$ cat config.mk
export PLATFORM = sky130hd
export DESIGN_NAME = aes_round_ctrl
export DESIGN_NICKNAME = d
export VERILOG_FILES = /design/src/rtl/aes_round_ctrl.sv
export SDC_FILE = /design/constraint.sdc
export NUM_CORES = 1
export LEC_CHECK = 0
export CORE_AREA = 5 5 58 60
export CTS_BUF_LIST = sky130_fd_sc_hd__clkbuf_4
export CTS_CLUSTER_SIZE = 25
export DETAILED_ROUTE_END_ITERATION = 6
export DIE_AREA = 0 0 63 65
export GPL_ROUTABILITY_DRIVEN = 0
export GPL_TIMING_DRIVEN = 0
export PLACE_DENSITY = 0.86
export SETUP_SLACK_MARGIN = 0.02
export SLEW_MARGIN = 5
export SYNTH_ARGS = -nofsm -noshare
export SYNTH_HDL_FRONTEND = slang
export SYNTH_SLANG_ARGS = --single-unit
$ cat constraint.sdc
create_clock -name clk -period 3 [get_ports clk]
set_input_delay 0.6 -clock clk [delete_from_list [all_inputs] [get_ports clk]]
set_output_delay 0.6 -clock clk [all_outputs]
set_load 0.02 [all_outputs]
$ cat src/rtl/aes_round_ctrl.sv
// AES round sequencer: synchronizes the SPI load strobe, then steps the datapath
// through key expansion, initial key add, the main rounds and the final round.
module aes_round_ctrl #(
    parameter int K = 128
) (
    input  logic       clk,
    input  logic       reset,
    input  logic       load,
    input  logic [7:0] dirByte,
    output logic       done,
    output logic       err,
    output logic       inv,
    output logic       ld_state,
    output logic       round_en,
    output logic       last_round,
    output logic       keyexp_en,
    output logic [3:0] round
);

    localparam logic [3:0] NR = (K == 256) ? 4'd14 : (K == 192) ? 4'd12 : 4'd10;

    localparam logic [2:0] IDLE   = 3'd0;
    localparam logic [2:0] KEYEXP = 3'd1;
    localparam logic [2:0] INIT   = 3'd2;
    localparam logic [2:0] ROUND  = 3'd3;
    localparam logic [2:0] FINAL  = 3'd4;
    localparam logic [2:0] DONE   = 3'd5;

    logic       loadMeta_q, loadSync_q, loadDly_q;
    logic       start, abort;
    logic [2:0] state_q, state_d;
    logic [3:0] cnt_q, cnt_d;
    logic       dir_q, dir_d;
    logic       bad_q, bad_d;

    logic       done_d, err_d, inv_d, ldState_d, roundEn_d, lastRound_d, keyexpEn_d;
    logic [3:0] round_d;

    // Falling edge of the synchronized load starts an operation, rising edge aborts it.
    always_ff @(posedge clk) begin
        if (reset) begin
            loadMeta_q <= 1'b0;
            loadSync_q <= 1'b0;
            loadDly_q  <= 1'b0;
        end else begin
            loadMeta_q <= load;
            loadSync_q <= loadMeta_q;
            loadDly_q  <= loadSync_q;
        end
    end

    assign start = loadDly_q & ~loadSync_q;
    assign abort = loadSync_q & ~loadDly_q;

    always_comb begin
        state_d = state_q;
        dir_d   = dir_q;
        bad_d   = bad_q;
        cnt_d   = 4'd0;
        case (state_q)
            IDLE: begin
                if (start) begin
                    dir_d = dirByte[0];
                    bad_d = (dirByte[7:1] != 7'd0);
                    if (dirByte[7:1] != 7'd0) state_d = DONE;
                    else if (dirByte[0])      state_d = KEYEXP;
                    else                      state_d = INIT;
                end
            end
            KEYEXP:  if (cnt_q == NR - 4'd1) state_d = INIT;
            INIT:    state_d = ROUND;
            ROUND:   if (cnt_q == NR - 4'd2) state_d = FINAL;
            FINAL:   state_d = DONE;
            DONE:    state_d = DONE;
            default: state_d = IDLE;
        endcase
        if (abort && state_q != IDLE) state_d = IDLE;
        // The counter restarts on every state entry, so it never exceeds NR-1.
        if (state_d == state_q && (state_q == KEYEXP || state_q == ROUND))
            cnt_d = cnt_q + 4'd1;
    end

    // Outputs are decoded from the next state so they are registered with it.
    always_comb begin
        done_d      = 1'b0;
        err_d       = 1'b0;
        inv_d       = (state_d != IDLE) & dir_d;
        ldState_d   = 1'b0;
        roundEn_d   = 1'b0;
        lastRound_d = 1'b0;
        keyexpEn_d  = 1'b0;
        round_d     = 4'd0;
        case (state_d)
            KEYEXP: begin
                keyexpEn_d = 1'b1;
                round_d    = cnt_d + 4'd1;
            end
            INIT: begin
                ldState_d = 1'b1;
                round_d   = dir_d ? NR : 4'd0;
            end
            ROUND: begin
                roundEn_d  = 1'b1;
                keyexpEn_d = ~dir_d;
                round_d    = dir_d ? (NR - 4'd1 - cnt_d) : (cnt_d + 4'd1);
            end
            FINAL: begin
                roundEn_d   = 1'b1;
                lastRound_d = 1'b1;
                keyexpEn_d  = ~dir_d;
                round_d     = dir_d ? 4'd0 : NR;
            end
            DONE: begin
                done_d = 1'b1;
                err_d  = bad_d;
            end
            default: ;
        endcase
    end

    always_ff @(posedge clk) begin
        if (reset) begin
            state_q    <= IDLE;
            cnt_q      <= 4'd0;
            dir_q      <= 1'b0;
            bad_q      <= 1'b0;
            done       <= 1'b0;
            err        <= 1'b0;
            inv        <= 1'b0;
            ld_state   <= 1'b0;
            round_en   <= 1'b0;
            last_round <= 1'b0;
            keyexp_en  <= 1'b0;
            round      <= 4'd0;
        end else begin
            state_q    <= state_d;
            cnt_q      <= cnt_d;
            dir_q      <= dir_d;
            bad_q      <= bad_d;
            done       <= done_d;
            err        <= err_d;
            inv        <= inv_d;
            ld_state   <= ldState_d;
            round_en   <= roundEn_d;
            last_round <= lastRound_d;
            keyexp_en  <= keyexpEn_d;
            round      <= round_d;
        end
    end

endmodule

==> results.txt, run 1 <==
The die outline area is between 0.004 and 0.005 mm². The post-route netlist has roughly 32% of its cells at a drive strength greater than 1. The number of nets at the end of the flow is between 150 and 200. The number of global-route vias before repair came to roughly 1200.

Counting flops and latches in the post-synthesis netlist gives 23. The critical path starts at dirByte[2]. The number of clock sinks is 23.

The initial antenna violation count is 0. Clock skew on the completed layout was measured at between 0.004 and 0.005 ns. The cell family contributing the most delay on the critical path is simple AND/OR/NAND/NOR gates. The floorplan has 20 rows. The average size of a mapped cell is approximately 9.6 µm².

The overflow left after global routing came out at 0. STA classifies the critical path endpoint as a flop. Once the floorplan was initialized, standard cells occupied around 44% of the core. The startpoint identified for the worst register-to-register timing path is cnt_q[0]. The logic depth of the worst setup path including buffers came out at 10. The Yosys step of the flow raised 0 warnings. The placeable core area is about 0.0029 mm². The setup path with the least slack is of type primary input to flop. The area growth from synthesis to layout is 36.5%. The DRC violation total after the first TritonRoute iteration came out at 39.

The share of the cycle needed by the critical path after routing is a little over nine tenths. The most frequent standard cell in the layout excluding fill and tap cells is sky130_fd_sc_hd__dfxtp_1. The clock input transition at the sequential cells of the worst setup and hold paths came out at approximately 0.12 ns.

TritonCTS built the clock tree. The number of distinct library cells after synthesis is about 50. The met3 routing resource usage after global routing is 3.29%. The number of antenna diodes came out at 0. The arrival time at the worst endpoint is ~3.1 ns. The via count is between 1000 and 1500. The transition time at the pin with the least slew margin came out at around 0.52 ns. The worst path required time came out at between 3 and 4 ns. The cell type of the slowest stage on the worst timing path is sky130_fd_sc_hd__or3_4. The number of buffer and inverter stages on the critical path is 2.

IR analysis of the VDD net gives a maximum drop of 219 µV. The maximum number of pins on one net before global-route repair came out at 13. The most critical setup path has its endpoint at round[3]. In the synthesized netlist the dominant register cell turns out to be sky130_fd_sc_hd__dfxtp_1.

The max capacitance violation total is 0. In the final timing run, aggregate negative setup slack is 0 ns. The number of synthesized flops with an enable pin is 0. For the worst-skew pair, the clock arrives at the later sink with an insertion delay of 0.31 ns. The flow ran to the end, and the final reports show no timing, DRC or antenna violations. The share of synthesized flip-flops with an asynchronous set or reset came out at 0%.

The total setup violations reported at the end of the flow came out at 0. The number of levels in the clock H-tree came out at 1. The number of design rule violations left after detail routing came out at 0. The final total power came out at roughly 570 µW.

The minimum hold slack came out at approximately 0.46 ns. After detailed routing, the average wire length per cell comes to 16.8 µm. The part of the Yosys area used for sequential elements came out at between 30% and 40%. The final critical-path required period came out at between 2 and 3 ns. The detail route stage leaves a number of antenna-violating nets equal to 0. The per-cell via count in the routed design is between 5 and 6.

The setup slack at placement is -0.578 ns. The longest clock path from root to sink contains 2 buffers. The number of cells produced by synthesis came out at roughly 130.

The worst-path maximum fanout is 4. The I/O pin total came out at 22. The worst setup slack for register-to-register paths came out at roughly 0.15 ns. The most used routing layer is met2. The met2 demand-to-capacity share in global routing is slightly above 30%. The met1 capacity usage during global routing is roughly a fifth. In this run the worst hold path is classified as flop to flop.

The number of detailed-route iterations in the first pass came out at 4. Setup slack on the critical path of the routed design comes to between 0.08 and 0.09 ns. The cell area after technology mapping came out at between 0.001 and 0.0015 mm². The number of cells on the worst reg-to-reg path came out at 12.

The startpoint class of the critical path is a primary input. The wire length of the first global-routing pass is between 5 and 6 mm. The largest registers in the layout are cnt_q: 4 flops, round: 4 flops, state_q: 3 flops. In the layout the commonest cells are sky130_fd_sc_hd__dfxtp_1 (22), sky130_fd_sc_hd__clkdlybuf4s50_1 (17), sky130_fd_sc_hd__nor2_1 (15). The largest single stage delay on the critical path is ~0.43 ns.

The HPWL after detailed placement is about 2.2 mm. The number of slew-limit violations in the final report is 0. The total clock buffers created by CTS came out at 3. The combined global-route utilization of all metal layers came out at about 17%. Wires add up to approximately 3.4 mm. Summed over all cells, the static leakage comes to approximately 0.69 nW.

The die width is ~63 µm. Based on the critical path, the design can be clocked at up to around 0.34 GHz. The number of input and output port buffers inserted came out at 21. Clock tree synthesis selected as its root buffer the cell sky130_fd_sc_hd__clkbuf_4.

The total power divided by cell area came out at approximately 330 mW/mm². By instance count, the cell type seen most on the critical path is sky130_fd_sc_hd__or3_4. The die height came out at about 65 µm. Walking the worst path, the cells encountered are clkdlybuf4s50_1, or3_4, nor2_4, o21bai_4, or3_4, buf_4, ha_1, nor4b_2, o31ai_1, a211oi_2. Synthesis produced a netlist with a net count of about 150. The capture point of the worst reg-to-reg path is round[3]. In this run the tightest slew margin relative to its limit is between 60% and 70%. The final count of hold timing violations came out at 0.
[per-layer routing]
layer | routed length, µm | part of all wire [%]
met5 | 0 | 0
met3 | 141 | 4.1
met1 | 1400 | 41
met2 | 1810 | 53
met4 | 81 | 2.4
[kinds of logic (layout without fill, tap and decap cells)]
| group | Yosys count | after routing | synth area share [%] |
|---|---|---|---|
| mux | 2 | 2 | 2.64 |
| buf+inv | 11 | 48 | 4.99 |
| fa+ha+maj | 6 | 6 | 5.86 |
| flops | 23 | 23 | 36.0 |
| simple gates | 67 | 67 | 34.1 |
| xor+xnor | 3 | 3 | 2.05 |
| compound gates | 22 | 22 | 14.4 |
[synthesized netlist by cell type (all sizes together), types with 2 or more instances]
cell    count  share of area (%)
dfxtp      23                 36
nor2       17                5.2
nor3        9                3.9
ha          6                5.9
inv         6                1.8
or3         6                3.7
nand2b      5                2.4
a21oi       4                1.6
nand3       4                1.6
nor2b       4                2.0
buf         3                2.6
nor4        3                2.6
nor4b       3                2.5
o21ai       3                1.2
and2        2                1.1
clkbuf      2               0.59
nand2       2                1.2
nand4b      2                1.4
o211ai      2                1.6
o21ba       2                1.6
o31a        2                1.4
or2         2               0.98
xnor2       2                1.4
[how the worst min path moves through the flow]
stage / start / endpoint / slack [ns] / cells after the start
after global routing: loadMeta_q / loadSync_q / 0.49 / 1
after detailed placement: loadMeta_q / loadSync_q / 0.44 / 1
after floorplan: loadMeta_q / loadSync_q / 0.41 / 1
after CTS: loadMeta_q / loadSync_q / 0.46 / 1
final: loadMeta_q / loadSync_q / 0.46 / 1
after global placement: loadMeta_q / loadSync_q / 0.43 / 1
[per-stage QoR]
step / cell area, µm² / util [%] / std cells
3_3_place_gp: 1530 / 53.2 / 188
5_1_grt: 1750 / 60.7 / 204
4_1_cts: 1690 / 58.8 / 203
3_5_place_dp: 1530 / 53.2 / 188
6_report: 1750 / 60.7 / 204
2_1_floorplan: 1280 / - / 134
[report_power, final]
group          switching (mW)  total (mW)  internal (mW)
clock                  0.0923       0.153         0.0610
sequential            0.00522       0.317          0.312
combinational          0.0498       0.100         0.0507
total                   0.147       0.571          0.423
[final cells by class]
class / count / area (µm²)
fill: 226 / 1130
multi-input combinational: 100 / 840
sequential: 23 / 462
timing repair buffer: 33 / 310
buffer: 5 / 41.3
tap: 33 / 41.3
clock buffer: 4 / 30.0
inverter: 6 / 22.5
[timing repair]
action	CTS	global route
setup buffers	11	1
setup endpoints to repair	2	2
resized for setup	14	11
hold buffers	0	0
pin swaps	11	10
endpoints found under the hold margin	0	0
Power figures use the tool's default switching activity.
==> run 2, diff against run 1 <==
--- a/config.mk
+++ b/config.mk
@@ -7,13 +7,14 @@
 export LEC_CHECK = 0
 export CORE_AREA = 5 5 58 60
 export CTS_BUF_LIST = sky130_fd_sc_hd__clkbuf_4
+export CTS_CLUSTER_DIAMETER = 150
 export CTS_CLUSTER_SIZE = 25
 export DETAILED_ROUTE_END_ITERATION = 6
 export DIE_AREA = 0 0 63 65
 export GPL_ROUTABILITY_DRIVEN = 0
 export GPL_TIMING_DRIVEN = 0
 export PLACE_DENSITY = 0.86
-export SETUP_SLACK_MARGIN = 0.02
+export SETUP_SLACK_MARGIN = 0.5
 export SLEW_MARGIN = 5
 export SYNTH_ARGS = -nofsm -noshare
 export SYNTH_HDL_FRONTEND = slang
==> run 2 against run 1 <==
  * Sequential cell count did not move
  * Sequential share of layout area fell by 0.67 points
  * Routed wire length fell by 5.7%
  * Clock power barely moved
  * Die area did not move
  * Global-route usage fell by 1.2 points
  * Clock skew fell by 0.0022 ns
  * Core utilization rose by 2.3 points
  * Cell count rose by 1.5%
  * Critical endpoint unchanged
  * Largest cell class unchanged
  * Largest power group unchanged
==> results.txt, run 2 (synthesized netlist as in run 1, its figures left out) <==
The count of hold buffers inserted by post-cts repair came out at 0. The die outline area is approximately 0.0041 mm². The clock skew after layout came out at between 0.002 and 0.0025 ns. The average routed wire per standard cell is roughly 16 µm.

The maximum achievable frequency came out at roughly 0.37 GHz. The final total negative setup slack came out at 0 ns. The number of clock sinks came out at 23. The final count of hold timing violations is 0. Global routing used 15.7% of the available tracks across all layers. The number of antenna-violating nets in the routed design is 0. The wire length of the first global-routing pass came out at approximately 5.2 mm.

The initial antenna violation count came to 0. In this run the worst hold path is classified as flop to flop. TritonCTS built the clock tree. Using the TritonRoute via totals, the vias-per-cell ratio works out to about 5.6.

The cell leakage power came out at approximately 0.69 nW. The maximum number of buffers from clock root to sink came out at 2. The worst voltage drop across the vdd grid came out at 225 µV. The number of nets at the end of the flow is 192.

The clock input transition at the sequential cells of the worst setup and hold paths is ~0.12 ns. The overall routed net length came out at about 3.2 mm. The largest registers in the layout are cnt_q: 4 flops, round: 4 flops, state_q: 3 flops. The worst setup path is launched from a primary input. The die width is ~63 µm. The met2 demand-to-capacity share in global routing is 25.3%. The number of global-route vias before repair is between 1000 and 1500.

The die height is ~65 µm. The area growth from synthesis to layout came out at 41.5%. Counting the buffers created by CTS gives 3. Summed over all layers, the global routing overflow is 0. The share of the cycle needed by the critical path after routing came out at approximately nine tenths. The DRC violation total after the first TritonRoute iteration came out at 62. The type of the worst setup path is primary input to flop. Dividing total power by cell area gives a power density of approximately 310 mW/mm².

Headroom to the max-slew limit came out at between 60% and 70%. Setup repair after global routing could not meet its margin everywhere. The number of slew-limit violations in the final report came out at 0. The final critical-path required period is roughly 2.7 ns. The cell row count came out at 20. The initial core utilization is 44.5%.

Setup violations remaining at the end of the flow were counted as 0. For this design, the slowest cell found on the critical path is sky130_fd_sc_hd__or4_4. In this run the count of I/O pins placed on the die edge is 22.

The HPWL after detailed placement is between 2 and 2.5 mm. The kind of cell with the highest combined delay along the critical path is simple AND/OR/NAND/NOR gates. The met1 capacity usage during global routing is between 10% and 20%. The delay of the slowest critical-path stage is 0.57 ns. In the layout the commonest cells are sky130_fd_sc_hd__dfxtp_1 (20), sky130_fd_sc_hd__nor2_1 (15), sky130_fd_sc_hd__buf_4 (14). The flow ran to the end, and the final reports show no timing, DRC or antenna violations. The met3 routing resource usage after global routing is ~4.0%. For the worst setup path, the data arrival time is 2.89 ns. For this run, design rule violations remaining after detail routing come to 0. Entering global routing, the biggest net connects 13 pins. The transition time at the pin with the least slew margin is between 0.5 and 0.6 ns. Max-cap violations in this run came to 0. The via count came out at about 1200. The worst-path maximum fanout came out at 4. CTS built an H-tree with a depth of 1.

Before antenna repair, the detailed router went through 4 iterations. The number of antenna diodes came out at 0. The minimum hold slack came out at ~0.45 ns. Data on the critical path is required at its endpoint by roughly 3.2 ns.

The global routing stage identified its most utilized layer as met2. The number of buffer and inverter stages on the critical path came out at 4. The type of destination of the critical path is a flop. The signal on the critical path passes through buf_6, or4_4, nor3_4, a2bb2oi_4, buf_6, nor3_4, nand2_2, inv_2, ha_4, inv_2, o21ai_2, xnor2_1, nor3_2, o31ai_2, a211oi_2.

In this run the tool buffered the top-level ports with 21 buffer cells. The library cell used most frequently in the layout, excluding fill and tap cells, is sky130_fd_sc_hd__dfxtp_1. The post-route netlist has 40.2% of its cells at a drive strength greater than 1. The placeable core area came out at approximately 0.0029 mm². The root buffer cell chosen for the clock tree is sky130_fd_sc_hd__clkbuf_4.

The latest clock arrival within the worst-skew pair came out at between 0.3 and 0.4 ns.
run 2: changes by cell type in the layout (fill, tap and decap cells not counted), sizes merged:
cell / delta
buf: +6
clkdlybuf4s15: +2
clkdlybuf4s50: -4
dlygate4sd2: +3
dlymetal6s2s: -4
run 2: final timing paths:
kind | startpoint | endpoint | slack (ns) | depth (start not counted)
setup / recovery | dirByte[7] | round[3] | 0.32 | 15
hold reg to reg | loadMeta_q | loadSync_q | 0.45 | 1
setup reg to reg | cnt_q[0] | round[3] | 0.36 | 14
hold / removal | loadMeta_q | loadSync_q | 0.45 | 1
run 2: layer usage:
layer	vias to the layer above	routed length (µm)
met1	537	1320
met3	10	205
met2	44	1610
li1	565	-
met4	0	99
met5	-	0
run 2: worst register-to-register path, delay by kind of cell, from the launching register on:
kind            cells  cell delay, ns
compound gates      5            0.89
simple gates        3            0.61
flops               1            0.38
fa+ha+maj           2            0.32
xor+xnor            1            0.18
buf+inv             3            0.14
run 2: power by group:
part	leakage (nW)	internal, mW	switching, mW
clock	0.0184	0.0611	0.0932
combinational	0.486	0.0481	0.0497
sequential	0.188	0.311	0.00502
run 2: final cells by class:
type | instances | area (µm²)
timing repair buffer | 36 | 314
buffer | 5 | 41.3
inverter | 6 | 25.0
multi-input combinational | 100 | 893
sequential | 23 | 467
fill | 226 | 1070
tap | 33 | 41.3
clock buffer | 4 | 30.0
run 2: stage by stage:
step | power, mW | utilization (%) | std cells | instance area (µm²) | worst slack [ns]
2_1_floorplan | 0.376 | - | 134 | 1300 | 0.148
3_3_place_gp | 0.403 | 53.9 | 188 | 1550 | -0.464
6_report | 0.568 | 63.0 | 207 | 1810 | 0.324
4_1_cts | 0.566 | 60.2 | 205 | 1730 | 0.341
3_5_place_dp | 0.406 | 53.9 | 188 | 1550 | -0.561
5_1_grt | 0.599 | 63.0 | 207 | 1810 | 0.239
run 2: timing repair:
item,CTS,global route
gates resized for setup,36,12
setup buffers,13,2
endpoints found under the setup margin,3,2
pin swaps,16,14
==> run 3, diff against run 2 <==
--- a/config.mk
+++ b/config.mk
@@ -15,6 +15,7 @@
 export GPL_TIMING_DRIVEN = 0
 export PLACE_DENSITY = 0.86
 export SETUP_SLACK_MARGIN = 0.5
+export SKIP_LAST_GASP = 1
 export SLEW_MARGIN = 5
 export SYNTH_ARGS = -nofsm -noshare
 export SYNTH_HDL_FRONTEND = slang
==> results of run 3 <==
Final layout, timing and power as in run 2 (identical DEF).
